File: config.mk
export PLATFORM = sky130hd
export DESIGN_NAME = morra_tabellone
export DESIGN_NICKNAME = d
export VERILOG_FILES = /design/src/rtl/morra_pkg.sv /design/src/rtl/morra_contatore_sat.sv /design/src/rtl/morra_tabellone.sv
export SDC_FILE = /design/constraint.sdc
export NUM_CORES = 1
export LEC_CHECK = 0
export CORE_UTILIZATION = 55
export DETAILED_ROUTE_END_ITERATION = 10
export PLACE_DENSITY = 0.83
export SYNTH_ARGS = -nofsm -noshare
export SYNTH_HDL_FRONTEND = slang
export SYNTH_HIERARCHICAL = 1
export SYNTH_SLANG_ARGS = --single-unit
File: constraint.sdc
create_clock -name clk -period 2.9 [get_ports clk]
set_input_delay 0.58 -clock clk [delete_from_list [all_inputs] [get_ports clk]]
set_output_delay 0.58 -clock clk [all_outputs]
set_load 0.02 [all_outputs]
File: src/rtl/morra_pkg.sv
// Shared codes, phase enum and result record for the MorraCinese scoreboard stage.
package morra_pkg;

    localparam int W_TALLY = 4;

    typedef enum logic [1:0] {
        M_INVALIDA = 2'b00,
        M_P1       = 2'b01,
        M_P2       = 2'b10,
        M_PAREGGIO = 2'b11
    } manche_t;

    typedef enum logic [1:0] {
        P_IN_CORSO = 2'b00,
        P_P1       = 2'b01,
        P_P2       = 2'b10,
        P_PAREGGIO = 2'b11
    } partita_t;

    typedef enum logic [1:0] {
        ATTESA = 2'b00,
        GIOCO  = 2'b01,
        FINE   = 2'b10
    } stato_t;

    // Record layout at the default tally width; the top rebuilds it at its own W.
    typedef struct packed {
        partita_t             partita;
        logic [W_TALLY-1:0]   vinte_p1;
        logic [W_TALLY-1:0]   vinte_p2;
        logic [W_TALLY-1:0]   pareggi;
    } record_t;

endpackage

File: src/rtl/morra_contatore_sat.sv
// W-bit tally counter: synchronous clear, increment enable, saturates at all-ones.
module morra_contatore_sat #(
    parameter int W = 4
) (
    input  logic         clk,
    input  logic         rst,
    input  logic         clr,
    input  logic         inc,
    output logic [W-1:0] count
);

    logic [W-1:0] count_reg;

    always_ff @(posedge clk or posedge rst) begin
        if (rst) begin
            count_reg <= '0;
        end else if (clr) begin
            count_reg <= '0;
        end else if (inc && (count_reg != {W{1'b1}})) begin
            count_reg <= count_reg + 1'b1;
        end
    end

    assign count = count_reg;

endmodule

File: src/rtl/morra_tabellone.sv
// Scoreboard stage behind MorraCinese: tallies rounds, tracks phase and
// hands one result record per game to a host over valid/ready.
module morra_tabellone
    import morra_pkg::*;
#(
    parameter int W = W_TALLY
) (
    input  logic               clk,
    input  logic               rst,
    input  logic               INIZIO,
    input  logic [1:0]         MANCHE,
    input  logic [1:0]         PARTITA,
    output logic [W-1:0]       VINTE_P1,
    output logic [W-1:0]       VINTE_P2,
    output logic [W-1:0]       PAREGGI,
    output logic [W-1:0]       VALIDE,
    output logic [1:0]         STATO,
    output logic               REC_VALID,
    output logic [2+3*W-1:0]   REC_DATA,
    input  logic               REC_READY,
    output logic               OVERRUN
);

    typedef struct packed {
        partita_t     partita;
        logic [W-1:0] vinte_p1;
        logic [W-1:0] vinte_p2;
        logic [W-1:0] pareggi;
    } rec_t;

    localparam int N_CNT = 4;

    stato_t       stato_reg;
    logic         ini_d_reg;
    logic         rec_valid_reg;
    rec_t         rec_reg;
    logic         overrun_reg;

    logic         counting;
    logic         game_end;
    logic         inc       [N_CNT];
    logic [W-1:0] cnt       [N_CNT];
    logic [W-1:0] cnt_next  [N_CNT];
    rec_t         rec_next;

    // ini_d only ever follows an INIZIO edge, which always lands in GIOCO,
    // so the first-move edge of a new game is counted either way.
    assign counting = !INIZIO && ((stato_reg == GIOCO) || ini_d_reg);
    assign game_end = counting && (PARTITA != P_IN_CORSO);

    assign inc[0] = counting && (MANCHE == M_P1);
    assign inc[1] = counting && (MANCHE == M_P2);
    assign inc[2] = counting && (MANCHE == M_PAREGGIO);
    assign inc[3] = counting && (MANCHE != M_INVALIDA);

    generate
        for (genvar gi = 0; gi < N_CNT; gi++) begin : g_cnt
            morra_contatore_sat #(
                .W (W)
            ) u_cnt (
                .clk   (clk),
                .rst   (rst),
                .clr   (INIZIO),
                .inc   (inc[gi]),
                .count (cnt[gi])
            );

            // Post-update value, so the record includes the ending round.
            assign cnt_next[gi] = (inc[gi] && (cnt[gi] != {W{1'b1}}))
                                ? cnt[gi] + 1'b1 : cnt[gi];
        end
    endgenerate

    always_comb begin
        rec_next          = '0;
        rec_next.partita  = partita_t'(PARTITA);
        rec_next.vinte_p1 = cnt_next[0];
        rec_next.vinte_p2 = cnt_next[1];
        rec_next.pareggi  = cnt_next[2];
    end

    always_ff @(posedge clk or posedge rst) begin
        if (rst) begin
            stato_reg     <= ATTESA;
            ini_d_reg     <= 1'b0;
            rec_valid_reg <= 1'b0;
            rec_reg       <= '0;
            overrun_reg   <= 1'b0;
        end else begin
            ini_d_reg <= INIZIO;

            case (stato_reg)
                ATTESA: begin
                    if (INIZIO) stato_reg <= GIOCO;
                end
                GIOCO: begin
                    if (INIZIO)        stato_reg <= GIOCO;
                    else if (game_end) stato_reg <= FINE;
                end
                FINE: begin
                    if (INIZIO) stato_reg <= GIOCO;
                end
                default: stato_reg <= ATTESA;
            endcase

            // A pending record accepted on this edge frees the slot for a new one.
            if (game_end && (!rec_valid_reg || REC_READY)) begin
                rec_reg       <= rec_next;
                rec_valid_reg <= 1'b1;
            end else begin
                if (rec_valid_reg && REC_READY) rec_valid_reg <= 1'b0;
                if (game_end)                   overrun_reg   <= 1'b1;
            end
        end
    end

    assign VINTE_P1  = cnt[0];
    assign VINTE_P2  = cnt[1];
    assign PAREGGI   = cnt[2];
    assign VALIDE    = cnt[3];
    assign STATO     = stato_reg;
    assign REC_VALID = rec_valid_reg;
    assign REC_DATA  = rec_reg;
    assign OVERRUN   = overrun_reg;

endmodule

==> results of run 1 <==
## cell usage after synthesis, types with 2 or more instances
cell      instances
or3_1             2
nor2b_1           7
a31oi_2           2
a211oi_1          4
a21oi_1          15
o21ai_1           4
nand4_1           4
nor4b_1           3
mux2i_1           5
nand2b_1          8
nand3_1           4
a31oi_4           4
and3_1            2
dfrtp_1          35
nor2_1           13
o21ai_0           6
ha_1              7
nor3_1           10
a41oi_1           3
inv_1            17
nand2_1          15
and4_1            4
mux2_4            4
o31ai_1           5
buf_6             3
## worst min-delay path by stage
stage	depth (start not counted)	to	startpoint	slack, ns
after CTS	1	OVERRUN	OVERRUN	0.46
after detailed placement	1	OVERRUN	OVERRUN	0.45
after global routing	1	OVERRUN	OVERRUN	0.50
final	1	OVERRUN	OVERRUN	0.46
after floorplan	1	g_cnt[0].u_cnt/count[0]	rst	0.35
after global placement	1	OVERRUN	OVERRUN	0.44
## layout make-up
cell class                      instances  area, um2  area share
Multi-Input combinational cell        146       1060       0.413
Sequential cell                        35        876       0.341
Timing Repair Buffer                   43        425       0.166
Clock buffer                            5       68.8      0.0268
Inverter                               17       63.8      0.0249
Tap cell                               46       57.6      0.0224
Clock inverter                          3       15.0     0.00585
## cells by family (layout without fill, tap and decap cells)
kind of cell	Yosys count	count (layout)	synth area share
DFF	35	35	0.431
xor gates and xnor gates	1	1	0.00431
and+or+nand+nor	79	79	0.214
AOI/OAI and AO/OA	50	50	0.205
buffers and inverters	20	68	0.0480
muxes	9	9	0.0542
adders and majority gates	7	7	0.0431
## cells in the final DEF (no fill, tap or decap), types with 4 or more instances in the layout
| master | netlist | final |
|---|---|---|
| clkdlybuf4s50_1 | 0 | 41 |
| dfrtp_1 | 35 | 35 |
| inv_1 | 17 | 17 |
| a21oi_1 | 15 | 15 |
| nand2_1 | 15 | 15 |
| nor2_1 | 13 | 13 |
| nor3_1 | 10 | 10 |
| nand2b_1 | 8 | 8 |
| nor2b_1 | 7 | 7 |
| ha_1 | 7 | 7 |
| o21ai_0 | 6 | 6 |
| o31ai_1 | 5 | 5 |
| mux2i_1 | 5 | 5 |
| clkbuf_8 | 0 | 5 |
| o21ai_1 | 4 | 4 |
| nand3_1 | 4 | 4 |
| and4_1 | 4 | 4 |
| a31oi_4 | 4 | 4 |
| mux2_4 | 4 | 4 |
| nand4_1 | 4 | 4 |
| a211oi_1 | 4 | 4 |
## per-layer routing
| layer | wire length (um) | up-vias | track usage | part of all wire |
|---|---|---|---|---|
| met5 | 0 | - | 0 | 0 |
| met4 | 41 | 0 | 0.0756 | 0.010 |
| met3 | 203 | 4 | 0.0620 | 0.049 |
| met2 | 1930 | 47 | 0.382 | 0.47 |
| met1 | 1930 | 806 | 0.310 | 0.47 |
| li1 | - | 819 | - | - |
## metrics by stage
| stage | hold slack (ns) | worst slack (ns) |
|---|---|---|
| 2_1_floorplan | 0.346 | 1.07 |
| 3_3_place_gp | 0.441 | 0.402 |
| 3_5_place_dp | 0.448 | 0.309 |
| 4_1_cts | 0.464 | 0.628 |
| 5_1_grt | 0.497 | 0.466 |
| 6_report | 0.457 | 0.618 |
## power by group
| part | switching, uW | internal (uW) | total [uW] |
|---|---|---|---|
| clock | 174 | 164 | 338 |
| combinational | 137 | 120 | 257 |
| sequential | 30.8 | 524 | 555 |
| total | 342 | 809 | 1150 |
==> impl_metrics.tcl, run 1 <==
set metrics [dict create \
    r2r_cells 6 \
    yosysWarnings 6 \
    crit_start "INIZIO" \
    cp_slowest_cell "clkdlybuf4s50_1" \
    fin_crit_ns 2.28 \
    setup_violations 0 \
    place.gp.congestion 0.806 \
    wl_mm 4.11 \
    dp.cells 287 \
    dieArea_um2 3940 \
    cts_root_buffer "clkbuf_8" \
    worstPathCellList "clkdlybuf4s50_1 > nor3b_1 > o21ai_1 > inv_1 > inv_1 > a31oi_4 > mux2_4" \
    htree_levels 2 \
    dp_hpwl_mm 2.95 \
    port_buffers 41 \
    drtIter0Drc 98 \
    grt_max_degree 25 \
    fin_util 0.745 \
    dieHeight_um 62.8 \
    slowest_delay_ns 0.64 \
    std_cell_rows 21 \
    cp.buffers_inverters 3 \
    peakVddDrop_mv 0.265 \
    cp-start-kind "input port" \
    largest_reg_flops 16 \
    syn_area_um2 2030 \
    cp-endpoint "g_cnt[0].u_cnt/count[0]" \
    hold_buffers 0 \
    synth_cell_types 40 \
    ctsLongestPathBuffers 2 \
    cpMostUsedCell "inv_1" \
    grt_pass1_wl_mm 7.25 \
    yosysTopAreaCell "dfrtp_1" \
    finalPower_uw 1150 \
    drive_gt1_frac 0.108 \
    synth_cells 201 \
    cts.sinks 35 \
    antenna_found_initial 0 \
    hold_path.class "reg -> reg" \
    slew_headroom 0.518 \
    vias 1676 \
    path_delay_family "buffers and inverters" \
    syn_to_final_growth_pct 26.2 \
    cp.arrival_ns 2.45 \
    fmax_ghz 0.438 \
    vias_per_cell 5.68 \
    leakagePower_uw 0.00107 \
    synth_edf_count 0 \
    max_cap_violations 0 \
    finalNetCount 263 \
    fp.dieW_um 62.8 \
    fin_worst_skew_ns 0.00560 \
    synth_ff_type "dfrtp_1" \
    crit_type "in -> reg" \
    r2r-start "STATO[1]" \
    crit_fanout 11 \
    ios 42 \
    dpl_cell_area_um2 2480 \
    cts.clk_slew.worst_paths_ns 0.07 \
    ys_ff_latch 35 \
    end_kind "flip-flop" \
    n_antenna_cell 0 \
    numCtsBuffers 5 \
    power_density_nw_per_um2 449 \
    timing.setup.tns_ns 0 \
    cts_tree "yes" \
    core_area_um2 3440 \
    fillers 239 \
    grtUsageTotal 0.237 \
    avgSynthCellArea_um2 10.1 \
    cp.depth 7 \
    cts_setup_buffers 0 \
    grt.overflow.total 0 \
    synth_top_area_frac 0.431 \
    design_area_um2 2560 \
    synth.area.top_cells "dfrtp_1 (43%), ha_1 (4.3%), a31oi_4 (4.2%)" \
    synth_fp_nets 216 \
    post-route-drc-count 0 \
    cts_resized 0 \
    slew_viol_final 0 \
    worst_slew_pin_slew_ns 0.722 \
    seq_area_frac_synth 0.431 \
    firstDrtPassIters 4 \
    async_flop_share 1.00 \
    status "finished clean" \
    start_util 0.590 \
    routedWlPerCell_um 13.9 \
    clk_latency_ns 0.29 \
    final_cells 295 \
    rsz0062_at_grt "no" \
    ant_nets 0 \
    hold_viol 0 \
    r2r_end "g_cnt[3].u_cnt/count[0]" \
    post-route-period-util 0.787 \
    cp_data_required_time_ns 3.07 \
    grt_pass1_vias 1623 \
    regToRegSetupSlack_ns 0.96 \
]
No activity file was read; power rests on OpenSTA's default activity.
==> run 2: changes to the inputs <==
--- a/config.mk
+++ b/config.mk
@@ -5,9 +5,9 @@
 export SDC_FILE = /design/constraint.sdc
 export NUM_CORES = 1
 export LEC_CHECK = 0
-export CORE_UTILIZATION = 55
+export CORE_UTILIZATION = 51
 export DETAILED_ROUTE_END_ITERATION = 10
-export PLACE_DENSITY = 0.83
+export PLACE_DENSITY = 0.78
 export SYNTH_ARGS = -nofsm -noshare
 export SYNTH_HDL_FRONTEND = slang
 export SYNTH_HIERARCHICAL = 1
==> constraint.sdc (replaced) <==
create_clock -name clk -period 2.1 [get_ports clk]
set_input_delay 0.42 -clock clk [delete_from_list [all_inputs] [get_ports clk]]
set_output_delay 0.42 -clock clk [all_outputs]
set_load 0.02 [all_outputs]
==> run 2 against run 1 <==
Against the previous run:
- setup slack worse by 0.45 ns
- sequential power rose by 38%
- non-clock buffer count is 13 higher
- register-to-register slack got worse by 0.65 ns
- core utilization shrank 3.6 points
- critical path depth down 6
- sequential share of layout area fell by 1.1 points
- combinational power up 47%
- clock power up 34%
- critical path type is now reg -> out
==> impl_metrics.tcl, run 2 (synthesis gave the netlist of run 1 again) <==
set metrics [dict create \
    post-route-period-util 0.920 \
    clk_latency_ns 0.29 \
    dpl_cell_area_um2 2580 \
    cp.arrival_ns 1.51 \
    cts.clk_slew.worst_paths_ns 0.07 \
    rsz0062_at_grt "no" \
    drtIter0Drc 133 \
    ios 42 \
    firstDrtPassIters 4 \
    dp.cells 302 \
    crit_type "reg -> out" \
    ctsLongestPathBuffers 2 \
    most-common-layout-cells "clkdlybuf4s50_1 (41), dfrtp_1 (35), inv_1 (17)" \
    core_area_um2 3740 \
    crit_fanout 10 \
    fp.dieW_um 65.1 \
    dp_hpwl_mm 3.28 \
    grt.overflow.total 0 \
    hold_viol 0 \
    n_antenna_cell 0 \
    cp-start-kind "flip-flop" \
    slew_viol_final 0 \
    dieHeight_um 65.1 \
    status "finished clean" \
    crit_start "g_cnt[2].u_cnt/count[2]" \
    numCtsBuffers 5 \
    cts_tree "yes" \
    dieArea_um2 4240 \
    drive_gt1_frac 0.142 \
    start_util 0.543 \
    final_cells 308 \
    cts_resized 0 \
    leakagePower_uw 0.00113 \
    grt_pass1_vias 1704 \
    setup_violations 0 \
    cts_setup_buffers 0 \
    r2r-start "STATO[1]" \
    power_density_nw_per_um2 601 \
    finalPower_uw 1600 \
    vias_per_cell 5.61 \
    worstPathCellList "clkdlybuf4s50_1" \
    syn_to_final_growth_pct 30.6 \
    whs_ns 0.463 \
    hold_path.class "reg -> reg" \
    place.gp.congestion 0.810 \
    post-route-drc-count 0 \
    cts.sinks 35 \
    final_common_cell "clkdlybuf4s50_1" \
    cts_root_buffer "clkbuf_8" \
    largest_reg_flops 16 \
    cp_data_required_time_ns 1.68 \
    vias 1729 \
    slowest_delay_ns 0.67 \
    routedWlPerCell_um 14.6 \
    finalNetCount 276 \
    port_buffers 41 \
    grtUsageTotal 0.241 \
    end_kind "primary output" \
    hold_start "OVERRUN" \
    htree_levels 2 \
    grt_pass1_wl_mm 7.62 \
    fin_crit_ns 1.93 \
    hold_buffers 0 \
    cp.buffers_inverters 1 \
    worst_slew_pin_slew_ns 0.391 \
    wl_mm 4.51 \
    fin_worst_skew_ns 0.00596 \
    antenna_found_initial 0 \
    path_delay_family "buffers and inverters" \
    cp_slowest_cell "clkdlybuf4s50_1" \
    timing.setup.tns_ns 0 \
    grt_max_degree 26 \
    slew_headroom 0.736 \
    fmax_ghz 0.518 \
    std_cell_rows 22 \
    peakVddDrop_mv 0.352 \
    ant_nets 0 \
    design_area_um2 2650 \
    max_cap_violations 0 \
]
[run 2: cell types whose count changed in the layout (fill, tap and decap cells not counted)]
| cell | change |
|---|---|
| clkinv_2 | -3 |
| buf_4 | +13 |
| clkbuf_1 | +1 |
[run 2: metrics by stage]
step / utilization / setup WS, ns
6_report: 0.709 / 0.168
5_1_grt: 0.709 / 0.101
4_1_cts: 0.709 / 0.161
3_5_place_dp: 0.690 / 0.0311
3_3_place_gp: 0.690 / 0.0627
2_1_floorplan: - / 0.285
[run 2: report_power, final]
part           switching (uW)  internal (uW)  total [uW]
registers                41.5            724         765
clock network             231            221         452
logic                     196            183         379
[run 2: metal layers]
| layer | vias to the layer above | routed length, um | global-route usage |
|---|---|---|---|
| met5 | - | 0 | 0 |
| met4 | 0 | 60 | 0.0951 |
| met3 | 5 | 266 | 0.0712 |
| met2 | 51 | 2210 | 0.410 |
| met1 | 826 | 1960 | 0.285 |
| li1 | 847 | - | - |
[run 2: final cells by class]
type	count	area (um2)
fill	317	1090
timing repair buffer	56	523
inverter	17	63.8
clock buffer	6	72.6
multi-input combinational	146	1060
tap	48	60.1
sequential	35	876
[run 2: final timing paths]
path | end | slack, ns | depth (start not counted)
max in group asynchronous | STATO[1] | 1.21 | 3
hold / removal | OVERRUN | 0.46 | 1
setup / recovery | PAREGGI[2] | 0.17 | 1
setup reg to reg | g_cnt[3].u_cnt/count[0] | 0.31 | 6
hold reg to reg | OVERRUN | 0.46 | 1
min in group asynchronous | REC_DATA[7] | 0.47 | 2
==> patch 1: new RTL, settings of run 2 <==
Put one more register stage on the output `OVERRUN`, without a reset. The value now appears one clock later. The other outputs are not delayed to match.
--- a/src/rtl/morra_tabellone.sv
+++ b/src/rtl/morra_tabellone.sv
@@ -121,7 +121,9 @@
     assign STATO     = stato_reg;
     assign REC_VALID = rec_valid_reg;
     assign REC_DATA  = rec_reg;
-    assign OVERRUN   = overrun_reg;
+    always_ff @(posedge clk) begin
+        OVERRUN <= overrun_reg;
+    end
 
 endmodule
 
Function: changed (a bounded check fails within 10 cycles, from zero or initial values and one cycle with rst high).
==> patch 1 against run 2 <==
  * Cell area rose by 3.1%
  * Sequential cell count rose by 1
  * Setup slack got worse by 0.0066 ns
  * Area after synthesis rose by 0.99%
  * Total power rose by 15%
  * Final cell count rose by 1.3%
  * Die area rose by 0.95%
  * Routed wire length fell by 4.7%
  * Largest cell class unchanged
  * Largest power group unchanged
  * Highest routed layer unchanged
==> patch 1: results (changes against run 2) <==
Async SR Flop Fraction - 0.972 (-0.0278)
Final setup margin - 0.161 ns (-0.00661 ns)
Worst Hold Class - flip-flop to flip-flop
Tightest Pin Transition - 0.411 ns (+0.0201 ns)
First drt pass iteration count - 4 (unchanged)
Mapped cell area - 2050 um^2 (+0.99%)
Min-Delay Startpoint - overrun_reg
Yosys reg bits - 36 (+2.9%)
Cell area power density - 669 nW/um^2 (+11%)
Inverters - 17 (unchanged)
GP Congestion - 0.787 (-2.9%)
Number of diodes - 0 (unchanged)
WHS Endpoint - OVERRUN
WHS - 0.372 ns (-0.0905 ns)
Yosys warning total - 6 (unchanged)
Total global-route track usage - 0.234 (-0.00677)
Area of placed instances - 2610 um^2 (+1.1%)
Worst vdd ir - 0.000407 V (+16%)
Vias in the first global route - 1682 (-1.3%)
Drt wl/cell - 13.8 um (-5.9%)
Critical path's top delay family - buffers and inverters
First-pass GRT wire length - 7660 um (+0.55%)
Routed wire length - 4290 um (-4.7%)
Main area contributors after synthesis - dfrtp_1, ha_1, a31oi_4
Syn Nets - 217 (+0.46%)
ClkCell Share - 0.0462 (+0.0189)
R2R cell count - 6 (unchanged)
Sequential fraction of the synthesis area - 0.437 (+0.00555)
Nets - 278 (+0.72%)
DP Worst Slack - -0.0730 ns (-0.104 ns)
Cells after Synth - 202 (+0.50%)
Repair and plain buffers - 57 (+1.8%)
Signal buf overhead - 0.194 (-0.00311)
Multi-In Gates - 146 (unchanged)
Hpwl dp - 3160 um (-3.7%)
Hold path cells - 0 (-1)
P_leak - 1.17 nW (+3.5%)
Fill cell count - 288 (-9.1%)
Post-CTS setup buffers - 0 (unchanged)
Status - complete, no violations
Placed insts - 304 (+0.66%)
Area taken by flip-flops and latches - 896 um^2 (+2.3%)
Share of cells above drive strength 1 - 0.155 (+0.0130)
Worst setup path startpoint - g_cnt[1].u_cnt/count[2]
Multi-input combinational area share - 0.387 (-0.0119)
Max FFs per register - 16 (unchanged)
CP Max Fanout - 10 (unchanged)
CP max stage delay - 0.68 ns
RR Startpoint - STATO[1]
Largest net degree at the start of global routing - 25 (-3.8%)
Vias per std cell - 5.51 (-1.9%)
Worst R2R Setup Slack - 0.29 ns (-0.02 ns)
Yosys cell types - 41 (+2.5%)
Clock skew - 0.00794 ns (+0.00198 ns)
CP Capture Point - VINTE_P2[2]
Initial DRC count - 65 (-51%)
Post-synth top cells - dfrtp_1, inv_1, a21oi_1, nand2_1, nor2_1
# clk buffers - 7 (+1)
Clk root buf - clkbuf_8
Clock-pin slew on the worst setup and hold paths - 0.07 ns (about the same)
[patch 1: metal layers]
layer  vias to the layer above  share of wire  GRT usage  wire [um]
met5                         -              0          0          0
met1                       820           0.48      0.315       2040
met4                         0         0.0049     0.0734         21
met3                         2          0.052     0.0625        224
li1                        851              -          -          -
met2                        46           0.47      0.367       2010
[patch 1: report_power, final]
part	switching [mW]	internal, mW	total, mW	leakage [nW]
clock	0.248	0.419	0.667	0.0645
sequential	0.0420	0.745	0.787	0.469
combinational	0.192	0.184	0.376	0.632
total	0.482	1.35	1.83	1.17
[patch 1: cells by family (layout without fill, tap and decap cells)]
logic type / after synthesis / count (layout) / share of synthesized area
compound gates: 50 / 50 / 0.203
simple gates: 79 / 79 / 0.212
buf+inv: 20 / 82 / 0.0476
flops: 36 / 36 / 0.437
mux: 9 / 9 / 0.0537
fa+ha+maj: 7 / 7 / 0.0427
xor+xnor: 1 / 1 / 0.00427
==> patch 2: new RTL, config.mk and constraints of run 2 <==
Made on the original files. Set the package constant `W_TALLY` to 6 (it was 4).
--- a/src/rtl/morra_pkg.sv
+++ b/src/rtl/morra_pkg.sv
@@ -1,7 +1,7 @@
 // Shared codes, phase enum and result record for the MorraCinese scoreboard stage.
 package morra_pkg;
 
-    localparam int W_TALLY = 4;
+    localparam int W_TALLY = 6;
 
     typedef enum logic [1:0] {
         M_INVALIDA = 2'b00,
Interface: changed (5 resized); port bits go from 42 to 56. The function was not compared with the original's and may differ.
==> patch 2 against run 2 <==
  * Sequential cell count grew 14
  * Synthesized cell count grew 62%
  * Total power up 37%
  * Routed wire length up 62%
  * Critical endpoint is now VINTE_P2[2]
  * Cell area is 42% higher
  * Setup slack lost 0.037 ns
  * Critical path type unchanged
  * Clock power up 20%
  * Count of clock-buffer cells in the layout stayed put
  * Area after synthesis increased by 43%
  * Worst hold slack got worse by 0.011 ns
==> patch 2: results (changes against run 2) <==
Status - complete, no violations
RR Startpoint - STATO[0]
Period utilization - 0.938 (+0.0177)
DP Worst Slack - -0.360 ns (-0.391 ns)
Post-CTS setup buffers - 0 (unchanged)
FF-to-FF End - g_cnt[0].u_cnt/count[5]
Initial DRC count - 255 (+92%)
Main area contributors after synthesis - dfrtp_1, a31oi_1, nand2_1
Clk root buf - clkbuf_8
Vias per std cell - 5.91 (+5.2%)
Total global-route track usage - 0.260 (+0.0185)
Worst vdd ir - 0.000302 V (-14%)
Adder-cell share of the synthesized area - 0.0301 (-0.0130)
Yosys cell types - 37 (-7.5%)
Area of placed instances - 3700 um^2 (+43%)
Clock skew - 0.00643 ns (+0.000471 ns)
Worst R2R Setup Slack - 0.18 ns (-0.13 ns)
Fill cell count - 448 (+41%)
Skew-Pair Late Insertion Delay - 0.30 ns
Worst slew margin - 0.626 (-0.110)
Worst Hold Class - primary input to async pin
Yosys warning total - 6 (unchanged)
Hpwl dp - 5290 um (+61%)
Crit path DAT - 1.55 ns (+0.04 ns)
Number of diodes - 0 (unchanged)
Critical Path Slowest Stage Cell - clkdlybuf4s50_1
Critical path's top delay family - buffers and inverters
Largest family of logic cells by synthesized area - simple AND/OR/NAND/NOR gates
Routed wire length - 7300 um (+62%)
CP max stage delay - 0.68 ns
Multiplexer share of the synthesized area - 0 (-0.0542)
P_leak - 1.53 nW (+36%)
Clk buf depth - 2 (unchanged)
Clock-pin slew on the worst setup and hold paths - 0.09 ns (+0.02 ns)
R2R cell count - 6 (unchanged)
Synth Area in Compound Gates - 0.212 (+0.00675)
Sequential fraction of the synthesis area - 0.422 (-0.00917)
First-pass GRT wire length - 12500 um (+64%)
Number of port buffers - 55 (+34%)
Post-Synth XOR/XNOR Area - 0 (-0.00431)
TritonCTS buffer count - 5 (unchanged)
Share of cells above drive strength 1 - 0.132 (-0.00995)
Largest net degree at the start of global routing - 25 (-3.8%)
Nets - 422 (+53%)
CP Max Fanout - 14 (+4)
First drt pass iteration count - 4 (unchanged)
Initial antenna violation count - 0 (unchanged)
Depth of the CTS H-tree - 2 (unchanged)
Max FFs per register - 24 (+8)
CTS tree - yes
Syn Nets - 341 (+58%)
Async SR Flop Fraction - 1.00 (unchanged)
Post-synth top cells - dfrtp_1, nand2_1, nor2_1, a31oi_1, nand3_1
Vias in the first global route - 2636 (+55%)
GP Congestion - 0.846 (+4.5%)
patch 2: power by group:
part / total (mW) / internal [mW] / switching, mW
clock: 0.541 / 0.232 / 0.309
combinational: 0.558 / 0.261 / 0.297
sequential: 1.09 / 1.02 / 0.0686
patch 2: worst max path at each step:
stage,start,end,cells past startpoint
floorplan,STATO[1],g_cnt[2].u_cnt/count[5],8
global placement,INIZIO,g_cnt[0].u_cnt/count[5],7
detailed placement,INIZIO,g_cnt[0].u_cnt/count[5],7
CTS,g_cnt[1].u_cnt/count[2],VINTE_P2[2],1
global route,g_cnt[0].u_cnt/count[3],VINTE_P1[3],1
finish,g_cnt[1].u_cnt/count[2],VINTE_P2[2],1
patch 2: area by class of cell:
type                            instances  share of cell area
Multi-Input combinational cell        244               0.401
Inverter                               20              0.0199
Tap cell                               72              0.0238
Sequential cell                        49               0.325
Timing Repair Buffer                   87               0.209
Clock inverter                          2             0.00265
Clock buffer                            6              0.0192
patch 2: per-stage QoR:
| stage | utilization | std cells | hold WS (ns) | total power, mW | setup TNS (ns) |
|---|---|---|---|---|---|
| CTS | 0.686 | 480 | 0.452 | 2.20 | 0 |
| floorplan | - | 326 | 0.211 | 1.39 | 0 |
| global route | 0.686 | 480 | 0.472 | 2.33 | 0 |
| detailed placement | 0.671 | 472 | 0.448 | 1.67 | -7.09 |
| finish | 0.686 | 480 | 0.452 | 2.19 | 0 |
| global placement | 0.671 | 472 | 0.445 | 1.66 | -4.10 |
patch 2: repair_timing:
item	CTS	global route
hold buffers	0	0
resized for setup	1	0
endpoints found under the setup margin	5	0
endpoints found under the hold margin	0	0
patch 2: cells by family (layout without fill, tap and decap cells):
family	count (synthesis)	after routing
compound gates	88	88
fa+ha+maj	7	7
buf+inv	33	115
flops	49	49
simple gates	149	149
patch 2: routing by layer:
layer | routed length (um) | GRT usage
met1 | 3480 | 0.377
met2 | 3430 | 0.397
met3 | 339 | 0.0435
met4 | 47 | 0.0736
met5 | 0 | 0
